--- config.mk ---
export PLATFORM = sky130hd
export DESIGN_NAME = rd_data_steer
export DESIGN_NICKNAME = d
export VERILOG_FILES = /design/src/rtl/rd_data_steer.sv
export SDC_FILE = /design/constraint.sdc
export NUM_CORES = 1
export LEC_CHECK = 0
export ABC_AREA = 1
export ABC_CLOCK_PERIOD_IN_PS = 2470
export CAP_MARGIN = 20
export CORE_UTILIZATION = 61
export CTS_BUF_LIST = sky130_fd_sc_hd__clkbuf_2
export CTS_CLUSTER_DIAMETER = 200
export DETAILED_ROUTE_END_ITERATION = 6
export MAX_ROUTING_LAYER = met4
export PLACE_DENSITY = 0.83
export SLEW_MARGIN = 20
export SYNTH_ARGS = -nofsm -noshare
export SYNTH_HDL_FRONTEND = slang
export SYNTH_SLANG_ARGS = --single-unit
--- constraint.sdc ---
create_clock -name aclk -period 2.47 [get_ports aclk]
set_input_delay 0.494 -clock aclk [delete_from_list [all_inputs] [get_ports aclk]]
set_output_delay 0.494 -clock aclk [all_outputs]
set_load 0.01 [all_outputs]
--- src/rtl/rd_data_steer.sv ---
// Read-side data steering: delays the last-writer select to line up with the RAM bank
// read data, muxes the selected bank and buffers it in a credit-protected output FIFO.
// Optional out-of-range select check enabled by defining RD_DATA_STEER_CHECK_EN.
module rd_data_steer #(
    parameter int DATA_WIDTH   = 8,
    parameter int NB_WRAGENT   = 2,
    parameter int SELECT_WIDTH = (NB_WRAGENT == 1) ? 1 : $clog2(NB_WRAGENT),
    parameter int RAM_LATENCY  = 1,
    parameter int FIFO_DEPTH   = 4
) (
    input  logic                             aclk,
    input  logic                             areset,
    input  logic                             rden,
    output logic                             rdready_o,
    input  logic [SELECT_WIDTH-1:0]          rdselect,
    input  logic [NB_WRAGENT*DATA_WIDTH-1:0] bank_rddata,
    output logic                             rdvalid,
    input  logic                             rdready,
    output logic [DATA_WIDTH-1:0]            rddata,
    output logic                             steer_err
);

    localparam int AW = $clog2(FIFO_DEPTH);
    localparam int CW = AW + 1;

    logic                    accept;
    logic                    pop;
    logic [CW-1:0]           credits;
    logic [CW-1:0]           credits_next;

    logic [RAM_LATENCY-1:0]  pipe_vld;
    logic [SELECT_WIDTH-1:0] pipe_sel [RAM_LATENCY];
    logic                    out_vld;
    logic [SELECT_WIDTH-1:0] out_sel;
    logic [DATA_WIDTH-1:0]   steer_word;

    logic                    st_vld;
    logic [DATA_WIDTH-1:0]   st_data;

    logic [DATA_WIDTH-1:0]   mem [FIFO_DEPTH];
    logic [AW:0]             wr_ptr;
    logic [AW:0]             rd_ptr;

    assign accept = rden & rdready_o;
    assign pop    = rdvalid & rdready;

    // One credit per FIFO slot; a credit is held from acceptance until the word is popped.
    always_comb begin
        credits_next = credits;
        if (accept && !pop) begin
            credits_next = credits - CW'(1);
        end else if (pop && !accept) begin
            credits_next = credits + CW'(1);
        end
    end

    // rdready_o is registered so it stays low throughout reset and rises one edge after release.
    always_ff @(posedge aclk or posedge areset) begin
        if (areset) begin
            credits   <= CW'(FIFO_DEPTH);
            rdready_o <= 1'b0;
        end else begin
            credits   <= credits_next;
            rdready_o <= (credits_next != '0);
        end
    end

    always_ff @(posedge aclk or posedge areset) begin
        if (areset) begin
            pipe_vld <= '0;
            for (int i = 0; i < RAM_LATENCY; i++) begin
                pipe_sel[i] <= '0;
            end
        end else begin
            pipe_vld[0] <= accept;
            pipe_sel[0] <= rdselect;
            for (int i = 1; i < RAM_LATENCY; i++) begin
                pipe_vld[i] <= pipe_vld[i-1];
                pipe_sel[i] <= pipe_sel[i-1];
            end
        end
    end

    assign out_vld = pipe_vld[RAM_LATENCY-1];
    assign out_sel = pipe_sel[RAM_LATENCY-1];

    // An unmatched select leaves the word at zero.
    always_comb begin
        steer_word = '0;
        for (int k = 0; k < NB_WRAGENT; k++) begin
            if (NB_WRAGENT == 1 || out_sel == SELECT_WIDTH'(k)) begin
                steer_word = bank_rddata[k*DATA_WIDTH +: DATA_WIDTH];
            end
        end
    end

    // Steered word is registered before the FIFO so bank_rddata never reaches rddata combinationally.
    always_ff @(posedge aclk or posedge areset) begin
        if (areset) begin
            st_vld  <= 1'b0;
            st_data <= '0;
        end else begin
            st_vld <= out_vld;
            if (out_vld) begin
                st_data <= steer_word;
            end
        end
    end

`ifdef RD_DATA_STEER_CHECK_EN
    logic sel_ok;

    always_comb begin
        sel_ok = 1'b0;
        for (int k = 0; k < NB_WRAGENT; k++) begin
            if (NB_WRAGENT == 1 || out_sel == SELECT_WIDTH'(k)) begin
                sel_ok = 1'b1;
            end
        end
    end

    always_ff @(posedge aclk or posedge areset) begin
        if (areset) begin
            steer_err <= 1'b0;
        end else if (out_vld && !sel_ok) begin
            steer_err <= 1'b1;
        end
    end
`else
    assign steer_err = 1'b0;
`endif

    // Credits bound the occupancy, so no full/empty guards are needed on write or pop.
    always_ff @(posedge aclk or posedge areset) begin
        if (areset) begin
            wr_ptr <= '0;
            rd_ptr <= '0;
            for (int i = 0; i < FIFO_DEPTH; i++) begin
                mem[i] <= '0;
            end
        end else begin
            if (st_vld) begin
                mem[wr_ptr[AW-1:0]] <= st_data;
                wr_ptr              <= wr_ptr + (AW+1)'(1);
            end
            if (pop) begin
                rd_ptr <= rd_ptr + (AW+1)'(1);
            end
        end
    end

    assign rdvalid = (wr_ptr != rd_ptr);
    assign rddata  = mem[rd_ptr[AW-1:0]];

endmodule

Word-level counts from Yosys, hierarchy flattened

Cells that the tools add are included.

Add/subtract/negate cells: 4
$lt $le $gt $ge: 3
Equality and inequality tests: 1
Mux-type cells: 9
Bitwise logic cells: 4
Reduce and logical (&&, ||, !) cells: 6

Operators with widths:

| operator            | count |
|---|---|
| $bwmux 32           | 1 |
| $mux 8              | 4 |
| $bmux 8 s2          | 1 |
| $demux 8 s2         | 1 |
| $add 3x1->3 const B | 3 |
| $ge 3x3->1 const B  | 2 |
| $mux 3              | 2 |
| $not 2->3           | 2 |
| $logic_and 1x1->1   | 3 |
| $lt 3x1->1 const B  | 1 |
| $ne 3x3->1          | 1 |
| $reduce_bool 3->1   | 1 |
| $sub 3x1->3 const B | 1 |
| $and 1x1->1         | 2 |
| $logic_not 1->1     | 2 |

Register bits: 53
Bits of input ports: 21
Output and inout bits: 11

Logic depth before layout (Yosys ltp)

Gate-level depths: netlist of the first run.

Depth in word-level cells: 6
Depth in mapped cells: 12

Worst setup path before layout of the first run

No wires, ideal clock.

Path type: register to output
Start: register rd_ptr[0]
End: output rddata[2]
Arrival: 1,160 ps
Required time: 1,976 ps
Setup slack: 816 ps
Stages on the path, launching flop included: 6
Path buffers: 2
Cell sequence: dfrtp_1 -> buf_6 -> inv_6 -> clkbuf_1 -> o21ai_0 -> o22ai_1

Longest elaborated chain between the ends: 4

Ends and longest elaborated chain:

| item                                      | line | source |
|---|---|---|
| start, declared                           | 42   | `logic [AW:0] rd_ptr;` |
| start signal, assigned                    | 147  | `rd_ptr <= rd_ptr + (AW+1)'(1);` |
| $not 2->3 (not written as such)           | 153  | `assign rddata = mem[rd_ptr[AW-1:0]];` |
| $bmux 8 s2                                | 153  |  |
| $mux 8 (not written as such) (2 in a row) | 153  |  |
| end, declared                             | 19   | `output logic [DATA_WIDTH-1:0] rddata,` |

No other way between the ends. The select of a mux whose other input is x is not followed.

Final worst setup path of the first run

Start: register rd_ptr[0]
End: output rddata[3]

The elaborated chain is that of the path after synthesis.

==> results of run 1 <==
==> worst max path at each step <==
stage                           from              endpoint  slack [ns]  depth (start not counted)
4_1_cts        rd_ptr[0]$_DFFE_PP0P_               rdvalid       0.002                          6
3_5_place_dp   rd_ptr[1]$_DFFE_PP0P_             rddata[2]        0.33                          4
6_report       rd_ptr[0]$_DFFE_PP0P_             rddata[3]        0.25                          5
3_3_place_gp   rd_ptr[1]$_DFFE_PP0P_             rddata[6]        0.36                          4
5_1_grt        rd_ptr[0]$_DFFE_PP0P_             rddata[2]        0.15                          5
2_1_floorplan                 areset  credits[0]$_DFF_PP0_        0.69                          1
==> power by group <==
group | internal, W | switching [W] | total [W]
combinational | 0.000711 | 0.000931 | 0.00164
sequential | 0.00123 | 0.000236 | 0.00146
clock | 0.000270 | 0.000266 | 0.000537
total | 0.00221 | 0.00143 | 0.00364
==> state kept, by name (all words and copies together), names as in the netlist <==
name,flops
credits,3
mem,32
out_sel,1
out_vld,1
rd_ptr,3
rdready_o,1
st_data,8
st_vld,1
wr_ptr,3
==> per-layer routing <==
layer / global-route usage / up-vias / wire length (um)
li1: - / 940 / -
met3: 0.0608 / 8 / 234
met4: 0.0815 / 0 / 67
met1: 0.333 / 896 / 2130
met5: - / - / 0
met2: 0.460 / 51 / 2410
==> timing repair <==
action | in CTS | in global routing
endpoints found under the hold margin | 0 | 0
setup endpoints to repair | 9 | 5
resized for setup | 7 | 6
buffers inserted | 3 | 0
cloned | 0 | 0
==> metrics by stage <==
step / util / setup slack, ns / cell area (um^2)
2_1_floorplan: - / 0.691 / 2440
3_3_place_gp: 0.741 / 0.359 / 2780
3_5_place_dp: 0.741 / 0.331 / 2780
4_1_cts: 0.771 / 0.00249 / 2890
5_1_grt: 0.774 / 0.151 / 2900
6_report: 0.774 / 0.255 / 2900
==> cells in the mapped netlist, drive strengths merged <==
master | instances | area, um^2
o22ai | 16 | 100
nand3 | 6 | 47.6
inv | 21 | 83.8
dfstp | 1 | 26.3
dfrtp | 52 | 1300
a21oi | 1 | 5.00
xor2 | 6 | 52.6
ha | 7 | 87.6
xnor2 | 1 | 27.5
clkbuf | 7 | 26.3
buf | 4 | 35.0
nor2 | 26 | 100
nand4 | 1 | 6.26
o21ai | 57 | 285
conb | 1 | 3.75
nand2 | 58 | 248
==> cells by family after synthesis <==
family                     count (synthesis)
DFF                                       53
and+or+nand+nor                           91
buffers and inverters                     32
xor gates and xnor gates                   7
other                                      1
AOI/OAI and AO/OA                         74
adders and majority gates                  7
==> worst max-delay path: stages, from the launching register on <==
cell and delay (ns):
dfrtp_2 0.49, buf_12 0.15, inv_6 0.12, o21ai_0 0.11, o22ai_1 0.13, dlygate4sd2_1 0.28
==> cell type report <==
cell class / instances / area (um^2) / share of cell area
clock buffer: 5 / 25.0 / 0.00863
sequential: 53 / 1330 / 0.459
timing repair buffer: 35 / 368 / 0.127
clock inverter: 3 / 65.1 / 0.0224
inverter: 21 / 87.6 / 0.0302
multi-input combinational: 180 / 963 / 0.332
tap: 48 / 60.1 / 0.0207
==> flow_metrics.py, run 1 <==
metrics = {
    "outcome": {
        "outcome": "complete, no violations",
    },
    "critical_path": {
        "reg2regPathDepth": 5,
        "critPathKind": "reg -> out",
        "startpoint_type": "flip-flop",
        "r2r_slack_ns": 0.87,
        "r2r-start": "wr_ptr[1]$_DFFE_PP0P_",
        "worstPathArrival_ns": 1.72,
        "timing.rr.end": "mem[24]$_DFFE_PP0P_",
        "end_kind": "output port",
        "cp_max_fo": 18,
        "crit_required_ns": 1.98,
    },
    "timing": {
        "worstMarginPinSlew_ns": 0.587,
        "skew_ns": 0.0181,
        "fmax_ghz": 0.451,
        "grt_setup_unrepaired": "no",
        "min_period_ns": 2.22,
        "setup_viol": 0,
        "hold_violations": 0,
        "holdWs_ns": 0.326,
        "fin_crit_sh": 0.897,
        "relSlewSlack": 0.608,
        "maxSlewViolCount": 0,
        "setup_tns_ns": 0,
    },
    "die": {
        "num_rows": 22,
        "die_w_um": 65.2,
        "dieArea_mm2": 0.00425,
        "dieHeight_um": 65.2,
        "core_mm2": 0.00374,
        "start_util": 0.651,
        "ios": 32,
    },
    "layout": {
        "stdcell_count": 345,
        "diodes": 0,
        "mostFrequentLayoutCells": "o21ai_0, nand2_1, dfrtp_1",
        "syn_to_final_growth_pct": 19.0,
        "fillers": 274,
        "layout.nets": 324,
        "layout.cells.most_common": "o21ai_0",
        "drive_gt1_frac": 0.104,
    },
    "synth": {
        "synth_compound_area_frac": 0.160,
        "syn_nets": 293,
        "muxShareOfSynthArea": 0,
        "ys_seq_elements": 53,
        "synth_top_family_by_area": "simple AND/OR/NAND/NOR gates",
        "syn-cell-area_mm2": 0.00244,
        "synthAdderAreaFrac": 0.0360,
        "synth_xor_area_frac": 0.0329,
        "synth-warning-count": 0,
        "synth_cells": 265,
        "synthSimpleGateAreaFrac": 0.165,
        "synth_seq_area_share": 0.545,
        "synth_cell_types": 24,
        "avgSynthCellArea_um2": 9.19,
    },
    "grt": {
        "antenna_found_initial": 0,
        "grt.overflow.total": 0,
        "track_usage": 0.275,
        "grt_pass1_wl_um": 8480,
        "grt_pass1_vias": 1893,
        "grt_max_degree": 35,
    },
    "clock_tree": {
        "cts_made_buffers": 5,
        "cts_root_buf": "clkbuf_2",
        "ctsHoldBuffers": 0,
        "clock-sinks": 53,
        "cts_buffer_depth": 2,
        "clk_pin_slew_ns": 0.25,
        "cts_tree": "done",
        "clk_latency_ns": 0.44,
        "h-tree-depth": 2,
    },
    "routing": {
        "firstDrtPassIters": 4,
        "routed_wl_um": 4840,
        "postRouteAntennaNets": 0,
        "drc": 0,
        "avgViaCountPerCell": 5.49,
        "routedWlPerCell_um": 14.0,
        "drt-initial-drc-count": 138,
        "vias": 1895,
    },
    "place": {
        "dpl.cell_count": 334,
        "dp_hpwl_um": 3320,
        "gp_congestion": 0.780,
        "port_buffers": 30,
    },
    "pwr": {
        "static-leakage-power_nw": 1.41,
        "powerDensity_mw_per_mm2": 1260,
        "vdd_drop_max_v": 0.000642,
        "p_total_w": 0.00364,
    },
    "job": {
        "cap_violations": 0,
    },
    "min_path": {
        "min_path_type": "in -> async",
    },
}
Power figures use the tool's default switching activity.
==> run 2, diff against run 1 <==
--- a/config.mk
+++ b/config.mk
@@ -8,12 +8,12 @@
 export ABC_AREA = 1
 export ABC_CLOCK_PERIOD_IN_PS = 2470
 export CAP_MARGIN = 20
-export CORE_UTILIZATION = 61
+export CORE_UTILIZATION = 39
 export CTS_BUF_LIST = sky130_fd_sc_hd__clkbuf_2
 export CTS_CLUSTER_DIAMETER = 200
 export DETAILED_ROUTE_END_ITERATION = 6
 export MAX_ROUTING_LAYER = met4
-export PLACE_DENSITY = 0.83
+export PLACE_DENSITY = 0.56
 export SLEW_MARGIN = 20
 export SYNTH_ARGS = -nofsm -noshare
 export SYNTH_HDL_FRONTEND = slang
==> flow_metrics.py, run 2 (same netlist as run 1, synthesis figures left out) <==
metrics = {
    "timing": {
        "min_period_ns": 2.17,
        "fmax_ghz": 0.460,
        "setup_tns_ns": 0,
        "hold_violations": 0,
        "maxSlewViolCount": 0,
        "grt_setup_unrepaired": "no",
        "worstMarginPinSlew_ns": 0.597,
        "setup_viol": 0,
        "skew_ns": 0.0193,
        "holdWs_ns": 0.363,
        "fin_crit_sh": 0.880,
        "relSlewSlack": 0.601,
    },
    "routing": {
        "drt-initial-drc-count": 100,
        "routedWlPerCell_um": 12.8,
        "avgViaCountPerCell": 4.81,
        "met1_length_um": 2390,
        "top_layer": "met4",
        "firstDrtPassIters": 4,
        "wl_met3_um": 149,
        "vias": 1795,
        "drc": 0,
        "routed_wl_um": 4790,
        "wl_met2_um": 2170,
        "postRouteAntennaNets": 0,
    },
    "clock_tree": {
        "cts_made_buffers": 5,
        "clock-sinks": 53,
        "ctsHoldBuffers": 0,
        "h-tree-depth": 2,
        "clk_latency_ns": 0.44,
        "cts_root_buf": "clkbuf_2",
        "cts_buffer_depth": 2,
        "clk_pin_slew_ns": 0.26,
        "cts_tree": "done",
    },
    "grt": {
        "antenna_found_initial": 0,
        "grt_pass1_vias": 1759,
        "grt_max_degree": 54,
        "grt.overflow.total": 0,
        "track_usage": 0.172,
        "grt_pass1_wl_um": 8250,
    },
    "place": {
        "dpl.cell_count": 362,
        "port_buffers": 30,
        "dp_hpwl_um": 3200,
        "gp_congestion": 0.762,
    },
    "layout": {
        "largest_register_ffs": 32,
        "stdcell_count": 373,
        "syn_to_final_growth_pct": 19.0,
        "drive_gt1_frac": 0.104,
        "layout.nets": 325,
        "diodes": 0,
        "reg_top3": "mem: 32 flops, st_data: 8 flops",
        "layout.cells.most_common": "o21ai_0",
        "mostFrequentLayoutCells": "o21ai_0, nand2_1, dfrtp_1",
        "largest-register": "mem",
    },
    "die": {
        "die_w_um": 81.0,
        "num_rows": 28,
        "ios": 32,
        "core_mm2": 0.00596,
        "start_util": 0.409,
        "dieArea_mm2": 0.00657,
        "dieHeight_um": 81.0,
    },
    "critical_path": {
        "end_kind": "output port",
        "path_cells": "buf_4, buf_4, xnor2_4, nand3_4, dlymetal6s2s_1",
        "worst_path_max_delay_cell": "dfrtp_2",
        "worstPathArrival_ns": 1.68,
        "cp_max_fo": 5,
        "crit_required_ns": 1.98,
        "r2r_slack_ns": 0.85,
        "crit_top_cell": "buf_4",
        "startpoint_type": "flip-flop",
        "critPathKind": "reg -> out",
        "slowest_delay_ns": 0.48,
    },
    "pwr": {
        "vdd_drop_max_v": 0.000383,
        "powerDensity_mw_per_mm2": 1180,
        "static-leakage-power_nw": 1.43,
    },
    "outcome": {
        "outcome": "complete, no violations",
    },
    "job": {
        "cap_violations": 0,
    },
    "min_path": {
        "min_path_type": "in -> async",
    },
}
run 2: worst paths after layout:
path,startpoint,to,depth (start not counted)
worst max-delay path,rd_ptr[1]$_DFFE_PP0P_,rdvalid,5
worst min-delay path,areset,credits[0]$_DFF_PP0_,3
worst max register to register,rd_ptr[1]$_DFFE_PP0P_,rdready_o$_DFF_PP0_,10
worst min register to register,mem[21]$_DFFE_PP0P_,mem[21]$_DFFE_PP0P_,2
max in group asynchronous,areset,credits[2]$_DFF_PP1_,3
min in group aclk,rdselect,out_sel$_DFF_PP0_,1
run 2: metal layers:
layer | up-vias | GRT usage
met2 | 30 | 0.271
met5 | - | -
li1 | 935 | -
met4 | 0 | 0.0554
met1 | 822 | 0.218
met3 | 8 | 0.0427
run 2: where the power goes:
| part | internal (W) | switching, W |
|---|---|---|
| clock network | 0.0000674 | 0.000276 |
| registers | 0.00123 | 0.000232 |
| logic | 0.000731 | 0.000898 |
| total | 0.00203 | 0.00141 |
run 2: stage by stage:
step           setup WS, ns  utilization  total power, W  instance area [um^2]
6_report              0.297        0.487         0.00343                  2900
5_1_grt               0.174        0.487         0.00375                  2900
4_1_cts              0.0158        0.482         0.00349                  2870
3_5_place_dp          0.380        0.471         0.00312                  2800
3_3_place_gp          0.384        0.471         0.00309                  2800
2_1_floorplan         0.691            -         0.00256                  2440
run 2: final cells by class:
class                           count  area (um^2)
Clock buffer                        5         25.0
Clock inverter                      3         17.5
Fill cell                         607         3060
Inverter                           21         83.8
Multi-Input combinational cell    180          963
Sequential cell                    53         1330
Tap cell                           75         93.8
Timing Repair Buffer               36          384
run 2: critical path: cells and delay by family, from the launching register on:
family                    cells  cell delay (ns)
xor gates and xnor gates      1             0.17
buffers and inverters         3             0.48
DFF                           1             0.48
and+or+nand+nor               1             0.12
run 2: timing repair:
| item | in CTS | in global routing |
|---|---|---|
| endpoints found under the setup margin | 9 | 9 |
| gates resized for setup | 4 | 9 |
| buffers inserted | 2 | 1 |
| gates cloned | 0 | 0 |
==> patch, RTL diff (settings of run 2) <==
`NB_WRAGENT`: 2 -> 4.
--- a/src/rtl/rd_data_steer.sv
+++ b/src/rtl/rd_data_steer.sv
@@ -3,7 +3,7 @@
 // Optional out-of-range select check enabled by defining RD_DATA_STEER_CHECK_EN.
 module rd_data_steer #(
     parameter int DATA_WIDTH   = 8,
-    parameter int NB_WRAGENT   = 2,
+    parameter int NB_WRAGENT   = 4,
     parameter int SELECT_WIDTH = (NB_WRAGENT == 1) ? 1 : $clog2(NB_WRAGENT),
     parameter int RAM_LATENCY  = 1,
     parameter int FIFO_DEPTH   = 4
Interface: changed (resized bank_rddata and rdselect); port bits go from 32 to 49. No check against the original RTL was run, so the function may have changed too.
==> patch against run 2 <==
- synthesized area increased by 6.5%
- power increased by 0.38%
- sequential cell count increased by 1
- critical path depth unchanged
- design area increased by 10%
- routed wire length increased by 13%
- fmax decreased by 2.6%
- critical path type unchanged
- worst setup slack got worse by 59 ps
- clock skew decreased by 2.5 ps
- synthesized cell count increased by 12%
- register-to-register slack improved by 80 ps
==> patch: results <==
critical_path:
  r2r-start: "rd_ptr[0]"
  crit_start: "rd_ptr[0]"
  cp-endpoint: "rddata[0]"
  worstRegToRegCells: 11
  critPathMaxStageDelay_ps: 460
  crit_slowest_cell: "dfrtp_1"
logic_synthesis:
  synth_commonest_cells: "nand2_1, dfrtp_1, o21ai_0"
  syn_nets: 342
  post_synth.cell_area_avg_sq_um: 8.74
place:
  gp_congestion: 0.733
  io_buffers: 47
  dpl_worst_slack_ps: 444
  placement.cell_area_sq_mm: 0.00313
cells_and_area:
  utilization: 0.499
  fin_cells: 421
  multi_input_area_sq_mm: 0.00107
  seq_area_frac: 0.424
  nMultiInputCombCells: 204
  seq_cell_count: 54
  drive_gt1_frac: 0.0640
routing:
  wl_mm: 5.40
  dr_total_vias: 2033
  route.met2.wl_mm: 2.54
global_route:
  grtUsageTotal: 0.173
  grtUsageMet1: 0.215
  grtUsageMet3: 0.0346
die:
  taps: 77
pwr:
  p_int_uw: 2020
  clk-power_uw: 339
run_status:
  status: "finished clean"
sta:
  hold_slack_ps: 200
-- patch: cell types whose count changed in the layout (fill, tap and decap cells not counted), sizes merged, moves of 2 or more --
cell | run 2 | this run
a211oi | 0 | 3
a21oi | 1 | 4
a221oi | 0 | 4
a31oi | 0 | 4
buf | 6 | 4
clkdlybuf4s50 | 21 | 38
dlygate4sd2 | 0 | 6
dlymetal6s2s | 9 | 3
inv | 21 | 27
nand2 | 58 | 72
nand3 | 6 | 13
nor2 | 26 | 28
o21ai | 57 | 51
o22ai | 16 | 8
-- patch: cells by family (layout without fill, tap and decap cells) --
group                    count (synthesis)  after routing  synth area share
flip-flops                              54             54             0.521
other                                    1              1           0.00145
XOR/XNOR                                 7              7            0.0265
adder cells (fa/ha/maj)                  7              7            0.0337
buffers and inverters                   39             86            0.0675
AO/OA/AOI/OAI                           75             75             0.160
AND/OR/NAND/NOR                        114            114             0.189
